## src/rtl/spu_writeback_stage_if.sv

```systemverilog
// Result, operand-query and write-back signal bundle between the SPU EX/REG
// stages and the write-back staging block.
interface spu_writeback_stage_if #(
    parameter int DATA_W = 128,
    parameter int ADDR_W = 7
);
    // EX results: a result is offered on a pipe whenever valid_EXn is high.
    // There is no back-pressure; refusals are reported afterwards as pulses.
    logic              valid_EX1, valid_EX2;
    logic              regWriteEnable_EX1, regWriteEnable_EX2;
    logic [ADDR_W-1:0] writeRegister_EX1, writeRegister_EX2;
    logic [DATA_W-1:0] result_EX1, result_EX2;
    logic [2:0]        latency_EX1, latency_EX2;

    logic [ADDR_W-1:0] readRegisterRA_REG1, readRegisterRB_REG1;
    logic [ADDR_W-1:0] readRegisterRA_REG2, readRegisterRB_REG2;

    logic              regWriteEnable_WB1, regWriteEnable_WB2;
    logic [ADDR_W-1:0] writeRegister_WB1, writeRegister_WB2;
    logic [DATA_W-1:0] writeData_WB1, writeData_WB2;

    logic              fwdHit_RA1, fwdHit_RB1, fwdHit_RA2, fwdHit_RB2;
    logic [DATA_W-1:0] fwdData_RA1, fwdData_RB1, fwdData_RA2, fwdData_RB2;
    logic              busy_RA1, busy_RB1, busy_RA2, busy_RB2;
    logic              collision_WB1, collision_WB2;
    logic              latErr_WB1, latErr_WB2;

    modport slave (
        input  valid_EX1, valid_EX2, regWriteEnable_EX1, regWriteEnable_EX2,
        input  writeRegister_EX1, writeRegister_EX2, result_EX1, result_EX2,
        input  latency_EX1, latency_EX2,
        input  readRegisterRA_REG1, readRegisterRB_REG1,
        input  readRegisterRA_REG2, readRegisterRB_REG2,
        output regWriteEnable_WB1, regWriteEnable_WB2,
        output writeRegister_WB1, writeRegister_WB2, writeData_WB1, writeData_WB2,
        output fwdHit_RA1, fwdHit_RB1, fwdHit_RA2, fwdHit_RB2,
        output fwdData_RA1, fwdData_RB1, fwdData_RA2, fwdData_RB2,
        output busy_RA1, busy_RB1, busy_RA2, busy_RB2,
        output collision_WB1, collision_WB2, latErr_WB1, latErr_WB2
    );

    modport master (
        output valid_EX1, valid_EX2, regWriteEnable_EX1, regWriteEnable_EX2,
        output writeRegister_EX1, writeRegister_EX2, result_EX1, result_EX2,
        output latency_EX1, latency_EX2,
        output readRegisterRA_REG1, readRegisterRB_REG1,
        output readRegisterRA_REG2, readRegisterRB_REG2,
        input  regWriteEnable_WB1, regWriteEnable_WB2,
        input  writeRegister_WB1, writeRegister_WB2, writeData_WB1, writeData_WB2,
        input  fwdHit_RA1, fwdHit_RB1, fwdHit_RA2, fwdHit_RB2,
        input  fwdData_RA1, fwdData_RB1, fwdData_RA2, fwdData_RB2,
        input  busy_RA1, busy_RB1, busy_RA2, busy_RB2,
        input  collision_WB1, collision_WB2, latErr_WB1, latErr_WB2
    );
endinterface

```

## src/rtl/spu_writeback_stage.sv

```systemverilog
// Dual-pipe result staging: each pipe's results ride a latency shift line and
// write the register file from slot 0, with slot-0 bypass and busy lookup.
module spu_writeback_stage #(
    parameter int MAX_LAT = 7,
    parameter int DATA_W  = 128,
    parameter int ADDR_W  = 7
) (
    input  logic                   clk,
    input  logic                   reset,
    input  logic                   flush,
    spu_writeback_stage_if.slave   bus
);
    localparam int NP = 2;
    localparam int NQ = 4;

    logic              w_req    [NP];
    logic [2:0]        w_lat    [NP];
    logic [ADDR_W-1:0] w_waddr  [NP];
    logic [DATA_W-1:0] w_wdata  [NP];
    logic              w_lat_ok [NP];
    logic              w_coll   [NP];
    logic              w_ins    [NP];

    logic              r_vld  [NP][MAX_LAT];
    logic [ADDR_W-1:0] r_addr [NP][MAX_LAT];
    logic [DATA_W-1:0] r_data [NP][MAX_LAT];
    logic              w_nv   [NP][MAX_LAT];
    logic [ADDR_W-1:0] w_na   [NP][MAX_LAT];
    logic [DATA_W-1:0] w_nd   [NP][MAX_LAT];
    logic              r_coll   [NP];
    logic              r_laterr [NP];

    assign w_req[0]   = bus.valid_EX1 & bus.regWriteEnable_EX1;
    assign w_req[1]   = bus.valid_EX2 & bus.regWriteEnable_EX2;
    assign w_lat[0]   = bus.latency_EX1;
    assign w_lat[1]   = bus.latency_EX2;
    assign w_waddr[0] = bus.writeRegister_EX1;
    assign w_waddr[1] = bus.writeRegister_EX2;
    assign w_wdata[0] = bus.result_EX1;
    assign w_wdata[1] = bus.result_EX2;

    // A new entry for slot L-1 collides with whatever currently sits in slot L,
    // because that older entry shifts into the same place on this edge.
    always_comb begin
        for (int p = 0; p < NP; p++) begin
            w_lat_ok[p] = (w_lat[p] != 3'd0) && (int'(w_lat[p]) <= MAX_LAT);
            w_coll[p]   = 1'b0;
            for (int k = 1; k < MAX_LAT; k++) begin
                if (int'(w_lat[p]) == k && r_vld[p][k]) w_coll[p] = 1'b1;
            end
            w_coll[p] = w_coll[p] & w_req[p] & w_lat_ok[p];
            w_ins[p]  = w_req[p] & w_lat_ok[p] & ~w_coll[p];
        end
    end

    always_comb begin
        for (int p = 0; p < NP; p++) begin
            for (int k = 0; k < MAX_LAT - 1; k++) begin
                w_nv[p][k] = r_vld[p][k+1];
                w_na[p][k] = r_addr[p][k+1];
                w_nd[p][k] = r_data[p][k+1];
            end
            w_nv[p][MAX_LAT-1] = 1'b0;
            w_na[p][MAX_LAT-1] = r_addr[p][MAX_LAT-1];
            w_nd[p][MAX_LAT-1] = r_data[p][MAX_LAT-1];
            for (int k = 0; k < MAX_LAT; k++) begin
                if (w_ins[p] && int'(w_lat[p]) == k + 1) begin
                    w_nv[p][k] = 1'b1;
                    w_na[p][k] = w_waddr[p];
                    w_nd[p][k] = w_wdata[p];
                end
            end
        end
    end

    always_ff @(posedge clk) begin
        if (reset || flush) begin
            for (int p = 0; p < NP; p++) begin
                r_coll[p]   <= 1'b0;
                r_laterr[p] <= 1'b0;
                for (int k = 0; k < MAX_LAT; k++) r_vld[p][k] <= 1'b0;
            end
        end else begin
            for (int p = 0; p < NP; p++) begin
                r_coll[p]   <= w_coll[p];
                r_laterr[p] <= w_req[p] & ~w_lat_ok[p];
            end
            r_vld <= w_nv;
        end
        r_addr <= w_na;
        r_data <= w_nd;
    end

    logic [ADDR_W-1:0] w_q     [NQ];
    logic              w_hit   [NP][NQ];
    logic              w_fhit  [NQ];
    logic [DATA_W-1:0] w_fdata [NQ];
    logic              w_busy  [NQ];

    assign w_q[0] = bus.readRegisterRA_REG1;
    assign w_q[1] = bus.readRegisterRB_REG1;
    assign w_q[2] = bus.readRegisterRA_REG2;
    assign w_q[3] = bus.readRegisterRB_REG2;

    // Pipe 2 carries the younger result, so it wins the bypass on a tie.
    always_comb begin
        for (int q = 0; q < NQ; q++) begin
            for (int p = 0; p < NP; p++) begin
                w_hit[p][q] = r_vld[p][0] && (r_addr[p][0] == w_q[q]);
            end
            w_fhit[q]  = w_hit[0][q] | w_hit[1][q];
            w_fdata[q] = w_hit[1][q] ? r_data[1][0] :
                         w_hit[0][q] ? r_data[0][0] : '0;
            w_busy[q]  = 1'b0;
            for (int p = 0; p < NP; p++) begin
                for (int k = 1; k < MAX_LAT; k++) begin
                    if (r_vld[p][k] && r_addr[p][k] == w_q[q]) w_busy[q] = 1'b1;
                end
            end
        end
    end

    assign bus.regWriteEnable_WB1 = r_vld[0][0] &
                                    ~(r_vld[1][0] && r_addr[1][0] == r_addr[0][0]);
    assign bus.regWriteEnable_WB2 = r_vld[1][0];
    assign bus.writeRegister_WB1  = r_vld[0][0] ? r_addr[0][0] : '0;
    assign bus.writeRegister_WB2  = r_vld[1][0] ? r_addr[1][0] : '0;
    assign bus.writeData_WB1      = r_vld[0][0] ? r_data[0][0] : '0;
    assign bus.writeData_WB2      = r_vld[1][0] ? r_data[1][0] : '0;

    assign bus.fwdHit_RA1  = w_fhit[0];
    assign bus.fwdHit_RB1  = w_fhit[1];
    assign bus.fwdHit_RA2  = w_fhit[2];
    assign bus.fwdHit_RB2  = w_fhit[3];
    assign bus.fwdData_RA1 = w_fdata[0];
    assign bus.fwdData_RB1 = w_fdata[1];
    assign bus.fwdData_RA2 = w_fdata[2];
    assign bus.fwdData_RB2 = w_fdata[3];
    assign bus.busy_RA1    = w_busy[0];
    assign bus.busy_RB1    = w_busy[1];
    assign bus.busy_RA2    = w_busy[2];
    assign bus.busy_RB2    = w_busy[3];

    assign bus.collision_WB1 = r_coll[0];
    assign bus.collision_WB2 = r_coll[1];
    assign bus.latErr_WB1    = r_laterr[0];
    assign bus.latErr_WB2    = r_laterr[1];
endmodule

```

## src/flat_wrapper.sv

```systemverilog
// flat-port wrapper written by rule: the top's interface ports become plain ports
module spu_writeback_stage_flat 
#(
    parameter int MAX_LAT = 7,
    parameter int DATA_W  = 128,
    parameter int ADDR_W  = 7
)
  (clk, reset, flush, bus_valid_EX1, bus_valid_EX2, bus_regWriteEnable_EX1, bus_regWriteEnable_EX2, bus_writeRegister_EX1, bus_writeRegister_EX2, bus_result_EX1, bus_result_EX2, bus_latency_EX1, bus_latency_EX2, bus_readRegisterRA_REG1, bus_readRegisterRB_REG1, bus_readRegisterRA_REG2, bus_readRegisterRB_REG2, bus_regWriteEnable_WB1, bus_regWriteEnable_WB2, bus_writeRegister_WB1, bus_writeRegister_WB2, bus_writeData_WB1, bus_writeData_WB2, bus_fwdHit_RA1, bus_fwdHit_RB1, bus_fwdHit_RA2, bus_fwdHit_RB2, bus_fwdData_RA1, bus_fwdData_RB1, bus_fwdData_RA2, bus_fwdData_RB2, bus_busy_RA1, bus_busy_RB1, bus_busy_RA2, bus_busy_RB2, bus_collision_WB1, bus_collision_WB2, bus_latErr_WB1, bus_latErr_WB2);
  spu_writeback_stage_if #(.DATA_W(DATA_W), .ADDR_W(ADDR_W)) bus_i ();
  input  logic clk;
  input  logic reset;
  input  logic flush;
  input wire logic [$bits(bus_i.valid_EX1)-1:0] bus_valid_EX1;
  input wire logic [$bits(bus_i.valid_EX2)-1:0] bus_valid_EX2;
  input wire logic [$bits(bus_i.regWriteEnable_EX1)-1:0] bus_regWriteEnable_EX1;
  input wire logic [$bits(bus_i.regWriteEnable_EX2)-1:0] bus_regWriteEnable_EX2;
  input wire logic [$bits(bus_i.writeRegister_EX1)-1:0] bus_writeRegister_EX1;
  input wire logic [$bits(bus_i.writeRegister_EX2)-1:0] bus_writeRegister_EX2;
  input wire logic [$bits(bus_i.result_EX1)-1:0] bus_result_EX1;
  input wire logic [$bits(bus_i.result_EX2)-1:0] bus_result_EX2;
  input wire logic [$bits(bus_i.latency_EX1)-1:0] bus_latency_EX1;
  input wire logic [$bits(bus_i.latency_EX2)-1:0] bus_latency_EX2;
  input wire logic [$bits(bus_i.readRegisterRA_REG1)-1:0] bus_readRegisterRA_REG1;
  input wire logic [$bits(bus_i.readRegisterRB_REG1)-1:0] bus_readRegisterRB_REG1;
  input wire logic [$bits(bus_i.readRegisterRA_REG2)-1:0] bus_readRegisterRA_REG2;
  input wire logic [$bits(bus_i.readRegisterRB_REG2)-1:0] bus_readRegisterRB_REG2;
  output wire logic [$bits(bus_i.regWriteEnable_WB1)-1:0] bus_regWriteEnable_WB1;
  output wire logic [$bits(bus_i.regWriteEnable_WB2)-1:0] bus_regWriteEnable_WB2;
  output wire logic [$bits(bus_i.writeRegister_WB1)-1:0] bus_writeRegister_WB1;
  output wire logic [$bits(bus_i.writeRegister_WB2)-1:0] bus_writeRegister_WB2;
  output wire logic [$bits(bus_i.writeData_WB1)-1:0] bus_writeData_WB1;
  output wire logic [$bits(bus_i.writeData_WB2)-1:0] bus_writeData_WB2;
  output wire logic [$bits(bus_i.fwdHit_RA1)-1:0] bus_fwdHit_RA1;
  output wire logic [$bits(bus_i.fwdHit_RB1)-1:0] bus_fwdHit_RB1;
  output wire logic [$bits(bus_i.fwdHit_RA2)-1:0] bus_fwdHit_RA2;
  output wire logic [$bits(bus_i.fwdHit_RB2)-1:0] bus_fwdHit_RB2;
  output wire logic [$bits(bus_i.fwdData_RA1)-1:0] bus_fwdData_RA1;
  output wire logic [$bits(bus_i.fwdData_RB1)-1:0] bus_fwdData_RB1;
  output wire logic [$bits(bus_i.fwdData_RA2)-1:0] bus_fwdData_RA2;
  output wire logic [$bits(bus_i.fwdData_RB2)-1:0] bus_fwdData_RB2;
  output wire logic [$bits(bus_i.busy_RA1)-1:0] bus_busy_RA1;
  output wire logic [$bits(bus_i.busy_RB1)-1:0] bus_busy_RB1;
  output wire logic [$bits(bus_i.busy_RA2)-1:0] bus_busy_RA2;
  output wire logic [$bits(bus_i.busy_RB2)-1:0] bus_busy_RB2;
  output wire logic [$bits(bus_i.collision_WB1)-1:0] bus_collision_WB1;
  output wire logic [$bits(bus_i.collision_WB2)-1:0] bus_collision_WB2;
  output wire logic [$bits(bus_i.latErr_WB1)-1:0] bus_latErr_WB1;
  output wire logic [$bits(bus_i.latErr_WB2)-1:0] bus_latErr_WB2;
  assign bus_i.valid_EX1 = bus_valid_EX1;
  assign bus_i.valid_EX2 = bus_valid_EX2;
  assign bus_i.regWriteEnable_EX1 = bus_regWriteEnable_EX1;
  assign bus_i.regWriteEnable_EX2 = bus_regWriteEnable_EX2;
  assign bus_i.writeRegister_EX1 = bus_writeRegister_EX1;
  assign bus_i.writeRegister_EX2 = bus_writeRegister_EX2;
  assign bus_i.result_EX1 = bus_result_EX1;
  assign bus_i.result_EX2 = bus_result_EX2;
  assign bus_i.latency_EX1 = bus_latency_EX1;
  assign bus_i.latency_EX2 = bus_latency_EX2;
  assign bus_i.readRegisterRA_REG1 = bus_readRegisterRA_REG1;
  assign bus_i.readRegisterRB_REG1 = bus_readRegisterRB_REG1;
  assign bus_i.readRegisterRA_REG2 = bus_readRegisterRA_REG2;
  assign bus_i.readRegisterRB_REG2 = bus_readRegisterRB_REG2;
  assign bus_regWriteEnable_WB1 = bus_i.regWriteEnable_WB1;
  assign bus_regWriteEnable_WB2 = bus_i.regWriteEnable_WB2;
  assign bus_writeRegister_WB1 = bus_i.writeRegister_WB1;
  assign bus_writeRegister_WB2 = bus_i.writeRegister_WB2;
  assign bus_writeData_WB1 = bus_i.writeData_WB1;
  assign bus_writeData_WB2 = bus_i.writeData_WB2;
  assign bus_fwdHit_RA1 = bus_i.fwdHit_RA1;
  assign bus_fwdHit_RB1 = bus_i.fwdHit_RB1;
  assign bus_fwdHit_RA2 = bus_i.fwdHit_RA2;
  assign bus_fwdHit_RB2 = bus_i.fwdHit_RB2;
  assign bus_fwdData_RA1 = bus_i.fwdData_RA1;
  assign bus_fwdData_RB1 = bus_i.fwdData_RB1;
  assign bus_fwdData_RA2 = bus_i.fwdData_RA2;
  assign bus_fwdData_RB2 = bus_i.fwdData_RB2;
  assign bus_busy_RA1 = bus_i.busy_RA1;
  assign bus_busy_RB1 = bus_i.busy_RB1;
  assign bus_busy_RA2 = bus_i.busy_RA2;
  assign bus_busy_RB2 = bus_i.busy_RB2;
  assign bus_collision_WB1 = bus_i.collision_WB1;
  assign bus_collision_WB2 = bus_i.collision_WB2;
  assign bus_latErr_WB1 = bus_i.latErr_WB1;
  assign bus_latErr_WB2 = bus_i.latErr_WB2;
  spu_writeback_stage #(.MAX_LAT(MAX_LAT), .DATA_W(DATA_W), .ADDR_W(ADDR_W)) u_core (.clk(clk), .reset(reset), .flush(flush), .bus(bus_i));
endmodule
```

## config.mk

```make
export PLATFORM = sky130hd
export DESIGN_NAME = spu_writeback_stage_flat
export DESIGN_NICKNAME = d
export VERILOG_FILES = /design/src/rtl/spu_writeback_stage_if.sv /design/src/rtl/spu_writeback_stage.sv /design/src/flat_wrapper.sv
export SDC_FILE = /design/constraint.sdc
export NUM_CORES = 2
export LEC_CHECK = 0
export ABC_AREA = 1
export BUFFER_PORTS_ARGS = -buffer_cell sky130_fd_sc_hd__buf_2
export CAP_MARGIN = 20
export CORE_ASPECT_RATIO = 1.1
export CORE_MARGIN = 1.5
export CORE_UTILIZATION = 35
export CTS_BUF_LIST = sky130_fd_sc_hd__clkbuf_8
export DETAILED_ROUTE_END_ITERATION = 10
export GPL_TIMING_DRIVEN = 1
export PLACE_DENSITY = 0.54
export SYNTH_ARGS = -nofsm -noshare
export SYNTH_HDL_FRONTEND = slang
export SYNTH_SLANG_ARGS = --single-unit
```

## constraint.sdc

```tcl
create_clock -name clk -period 13.2 [get_ports clk]
set_input_delay 3.96 -clock clk [delete_from_list [all_inputs] [get_ports clk]]
set_output_delay 3.96 -clock clk [all_outputs]
set_load 0.02 [all_outputs]
```

# [Yosys cells after proc, flatten, opt, wreduce, memory -nomap -nowiden]
# Memory sizes are Yosys's and may differ from the RTL's.
# Index checks and enable logic that the tools add are counted.
# W data, S select, Z words.
[totals] mem_count=2 ramBits=4 regBits=1904 inputBits=311 elab_cells=344
[op_classes] bitwise_logic=26 eq_ne=71 mux=117 reduce_logical=86
[mem_list] name="u_core.r_coll" words=2 width=1 read_ports=2 rd_clocked_by_memory_dff=0 write_ports=2 line="spu_writeback_stage.sv:30" source="logic r_coll [NP];"
[mem_list] name="u_core.r_laterr" words=2 width=1 read_ports=2 rd_clocked_by_memory_dff=0 write_ports=2 line="spu_writeback_stage.sv:31" source="logic r_laterr [NP];"
[op_table] operator="$mux W128" n=22
[op_table] operator="$eq A7 B7 Y1" n=57
[op_table] operator="$mux W7" n=14
[op_table] operator="$logic_and A1 B1 Y1" n=83
[op_table] operator="$mux W1" n=81
[op_table] operator="$eq A3 B3 Y1 const B" n=8
[op_table] operator="$and A1 B1 Y1" n=13
[op_table] operator="$eq A3 B2 Y1 const B" n=4
[op_table] operator="$or A1 B1 Y1" n=8
[op_table] operator="$eq A3 B1 Y1 const B" n=2
[op_table] operator="$reduce_bool A3 Y1" n=2
[op_table] operator="$not A1 Y1" n=5
[op_table] operator="$logic_or A1 B1 Y1" n=1

# [Logic depth before layout (Yosys ltp)]
[logic_depth] ltp_word=14 depth_mapped=12

# [Worst setup path before layout]
# OpenSTA, ideal clock, no wires.
[synth_path] path_type="input to register" start="input bus_latency_EX1[0]" end="register u_core.r_addr[49] in the netlist's numbering, enable pin" arrival_time_ps=10361 cell_stages=8 setup_ps=631 n_path_buf=1 path_slack_ps=2208 path_cell_list="buf_2 nand2_1 nor2_2 nand2_1 nand2_2 nor2_8 nand3_1 nor2_1"
[synth_between] elab_chain_cells=13 word_cells_on_any_way=26
[synth_lines] element="start: declaration" line="flat_wrapper.sv:21" source="input wire logic [$bits(bus_i.latency_EX1)-1:0] bus_latency_EX1;"
[synth_lines] element="$eq A3 B2 Y1" line="spu_writeback_stage.sv:49" source="if (int'(w_lat[p]) == k && r_vld[p][k]) w_coll[p] = 1'b1;"
[synth_lines] element="$logic_and A1 B1 Y1" line="spu_writeback_stage.sv:49"
[synth_lines] element="$mux W1 (6 in a row)" line="spu_writeback_stage.sv:49"
[synth_lines] element="$and A1 B1 Y1 (2 in a row)" line="spu_writeback_stage.sv:51" source="w_coll[p] = w_coll[p] & w_req[p] & w_lat_ok[p];"
[synth_lines] element="$not A1 Y1" line="spu_writeback_stage.sv:52" source="w_ins[p] = w_req[p] & w_lat_ok[p] & ~w_coll[p];"
[synth_lines] element="$and A1 B1 Y1" line="spu_writeback_stage.sv:52"
[synth_lines] element="$logic_and A1 B1 Y1 (*)" line="spu_writeback_stage.sv:67" source="if (w_ins[p] && int'(w_lat[p]) == k + 1) begin"
[synth_lines] element="end signal: assignment" line="spu_writeback_stage.sv:90" source="r_addr <= w_na;"
[synth_lines] element="end: declaration" line="spu_writeback_stage.sv:25" source="logic [ADDR_W-1:0] r_addr [NP][MAX_LAT];"
# Every way passes the cells marked *; elsewhere a longest branch is shown, timed or not.
# A chain may end at the register's enable or synchronous reset.

# [Worst setup path in the final report]
[layout_path] start="input bus_readRegisterRA_REG2[6]" end="output bus_fwdData_RA2[86]"
[layout_between] elab_chain_cells=4 word_cells_on_any_way=6
[layout_lines] element="start: declaration" line="flat_wrapper.sv:25" source="input wire logic [$bits(bus_i.readRegisterRA_REG2)-1:0] bus_readRegisterRA_REG2;"
[layout_lines] element="$eq A7 B7 Y1" line="spu_writeback_stage.sv:109" source="w_hit[p][q] = r_vld[p][0] && (r_addr[p][0] == w_q[q]);"
[layout_lines] element="$logic_and A1 B1 Y1" line="spu_writeback_stage.sv:109"
[layout_lines] element="$mux W128" line="spu_writeback_stage.sv:113" source="w_hit[0][q] ? r_data[0][0] : '0;"
[layout_lines] element="$mux W128 (*)" line="spu_writeback_stage.sv:112" source="w_fdata[q] = w_hit[1][q] ? r_data[1][0] :"
[layout_lines] element="end: declaration" line="flat_wrapper.sv:39" source="output wire logic [$bits(bus_i.fwdData_RA2)-1:0] bus_fwdData_RA2;"
# Marks and branches as above.

==> metrics.cfg <==
[timing]
relSlewSlack=0.218
slew_viol_final=0
setup_tns_ps=0
post-route-period-util=0.869
final-setup-viol-count=0
worst_pin_slew_ps=1160
min_period_ps=11470
skew_ps=81.7
rsz0062_at_grt=false
fmax_mhz=87.2
hold_viol_final=0

[min_path]
min_delay_worst_endpoint=u_core.r_data[1583]
holdCritPathClass=flop to flop
whs_path_depth=2
min_from=u_core.r_data[1455]

[yosys]
syn_avg_cell_area_sq_um=7.83
netlist_area_sq_um=76200
synth-edff-count=270
synth.most_common_cell=nand2_1
ys_seq_area_frac=0.536
synth_seq_cells=1908
synthTopCellsByCount=nand2_1, dfxtp_1, o21ai_0
ys_types=34
synthCells=9731
yosys-top-cells-area=dfxtp_1, nand2_1, edfxtp_1
yosys.area.top_type=dfxtp_1
synth_flop_cell=dfxtp_1
synthesis.nets=10042
synthArstFlopShare=0
synth_top_area_frac=0.430
yosys_warnings=0

[clock_network]
cts_setup_buffers=0
post_cts_resized=0
cts_tree=done
cts_htree_levels=5
cts_made_buffers=322
clock_path_buffers=4
cts.sinks=1908
root_buffer=clkbuf_8
insertion_delay_ps=1050
hold_buffers=0
clk_pin_slew_ps=60

[global_route]
grt_pass1_vias=64513
gr-total-overflow=0
antenna_found_initial=126
grt_pass1_wl_microns=447000
grt.total_usage=0.274
grt_start_max_net_pins=169

[worst_setup_path]
r2r_setup_slack_ps=9390
critPathKind=input port to output pin
regToRegStartpoint=u_core.r_vld[0]
start_kind=input port
worst_setup_path_end_kind=output pin
critPathMaxFanout=76
worstRegToRegCells=7
reg2reg_to=u_core.r_data[14]
required_ps=9240
crit_arrival_ps=7510

[die]
ios=1107
num_rows=179
fp.dieH_microns=493
dieArea_sq_um=221000
fp.dieW_microns=448
core_area_sq_um=216000
start_util=0.352

[job]
maxCapViolations=0

[drt]
wirelength_microns=315000
wire_per_inst_microns=22.8
via_count=70083
viasPerCell=5.09
first_iter_violations=7279
drc=0
firstDrtPassIters=9
ant_nets=0

[pwr]
p_per_area_nw_per_um2=139
power.total_uw=12400
ir_drop_mv=0.0766
p_leak_uw=0.0467

[placement]
gp_congestion=0.949
io_buffers=1106
dp_hpwl_microns=210000

[layout]
fillers=22562
fin_nets=10887
syn2layout_area_growth_pct=17.0
drive_gt1_frac=0.166

[status]
status=completed

-- power by group --
group / internal, uW / switching, uW
clock network: 2850 / 2370
registers: 6150 / 286
logic: 216 / 487
-- registers in the layout (all words and copies together) (netlist names) --
| name | count |
|---|---|
| u_core.r_addr | 98 |
| u_core.bus.regWriteEnable_WB2 | 1 |
| u_core.r_data | 1792 |
| u_core.r_vld | 13 |
| u_core.r_laterr | 2 |
| u_core.r_coll | 2 |
-- through the flow --
step | area (sq um) | worst slack [ps] | util | hold slack (ps) | std cells
6_report | 89200 | 1730 | 0.412 | 357 | 13781
5_1_grt | 89100 | 1700 | 0.412 | 387 | 13761
4_1_cts | 89000 | 1920 | 0.412 | 367 | 13722
3_5_place_dp | 82600 | 1920 | 0.382 | 414 | 13148
3_3_place_gp | 82600 | 1960 | 0.382 | 406 | 13148
2_1_floorplan | 76200 | 2210 | - | 406 | 9731
-- per-layer routing --
layer,vias to the layer above,routed length [microns],GRT usage
met5,-,282,0
met4,40,16700,0.146
met3,927,25900,0.0667
met2,3412,140000,0.426
met1,32645,132000,0.350
li1,33059,-,-
-- layout by cell type (no fill, tap or decap), types with 59 or more instances in the layout --
master and n:
clkbuf_8 394, o21ai_0 909, o21ai_1 630, buf_2 1106
nor2_1 141, edfxtp_1 270, xnor2_1 64, nand2_1 3364
inv_1 873, diode_2 59, a21oi_1 191, o21ai_2 93
buf_4 75, nand3_1 825, dfxtp_1 1636
-- worst max path at each step --
stage	startpoint	depth (start not counted)	end	slack (ps)
floorplan	bus_latency_EX1[0]	8	u_core.r_addr[49]	2210
global placement	bus_readRegisterRA_REG2[6]	10	bus_fwdData_RA2[40]	1960
detailed placement	bus_readRegisterRA_REG2[6]	10	bus_fwdData_RA2[40]	1920
CTS	bus_readRegisterRA_REG2[6]	10	bus_fwdData_RA2[40]	1920
global route	bus_readRegisterRA_REG2[6]	10	bus_fwdData_RA2[63]	1700
finish	bus_readRegisterRA_REG2[6]	10	bus_fwdData_RA2[86]	1730
-- critical path, stage by stage --
cell	delay, ps
buf_2	450
inv_1	500
nand2_1	170
nand4_1	120
nor3_2	470
nand2_4	560
buf_12	420
nand3_1	220
nand2_1	120
buf_2	180
-- final cells by class --
| cell class | count | area [sq um] | share of cell area |
|---|---|---|---|
| antenna | 59 | 148 | 0.00166 |
| inverter | 771 | 2890 | 0.0325 |
| clock inverter | 180 | 990 | 0.0111 |
| sequential | 1908 | 40900 | 0.459 |
| clock buffer | 394 | 5420 | 0.0608 |
| timing repair buffer | 1205 | 6580 | 0.0738 |
| tap | 2896 | 3620 | 0.0406 |
| multi-input combinational | 6368 | 28600 | 0.321 |
-- logic make-up after synthesis --
| group | Yosys count | synth area share |
|---|---|---|
| buffers and inverters | 1455 | 0.0898 |
| XOR/XNOR | 76 | 0.00873 |
| AO/OA/AOI/OAI | 1850 | 0.127 |
| AND/OR/NAND/NOR | 4442 | 0.238 |
| flip-flops | 1908 | 0.536 |
Note: power is estimated with default switching activity, not from simulation.
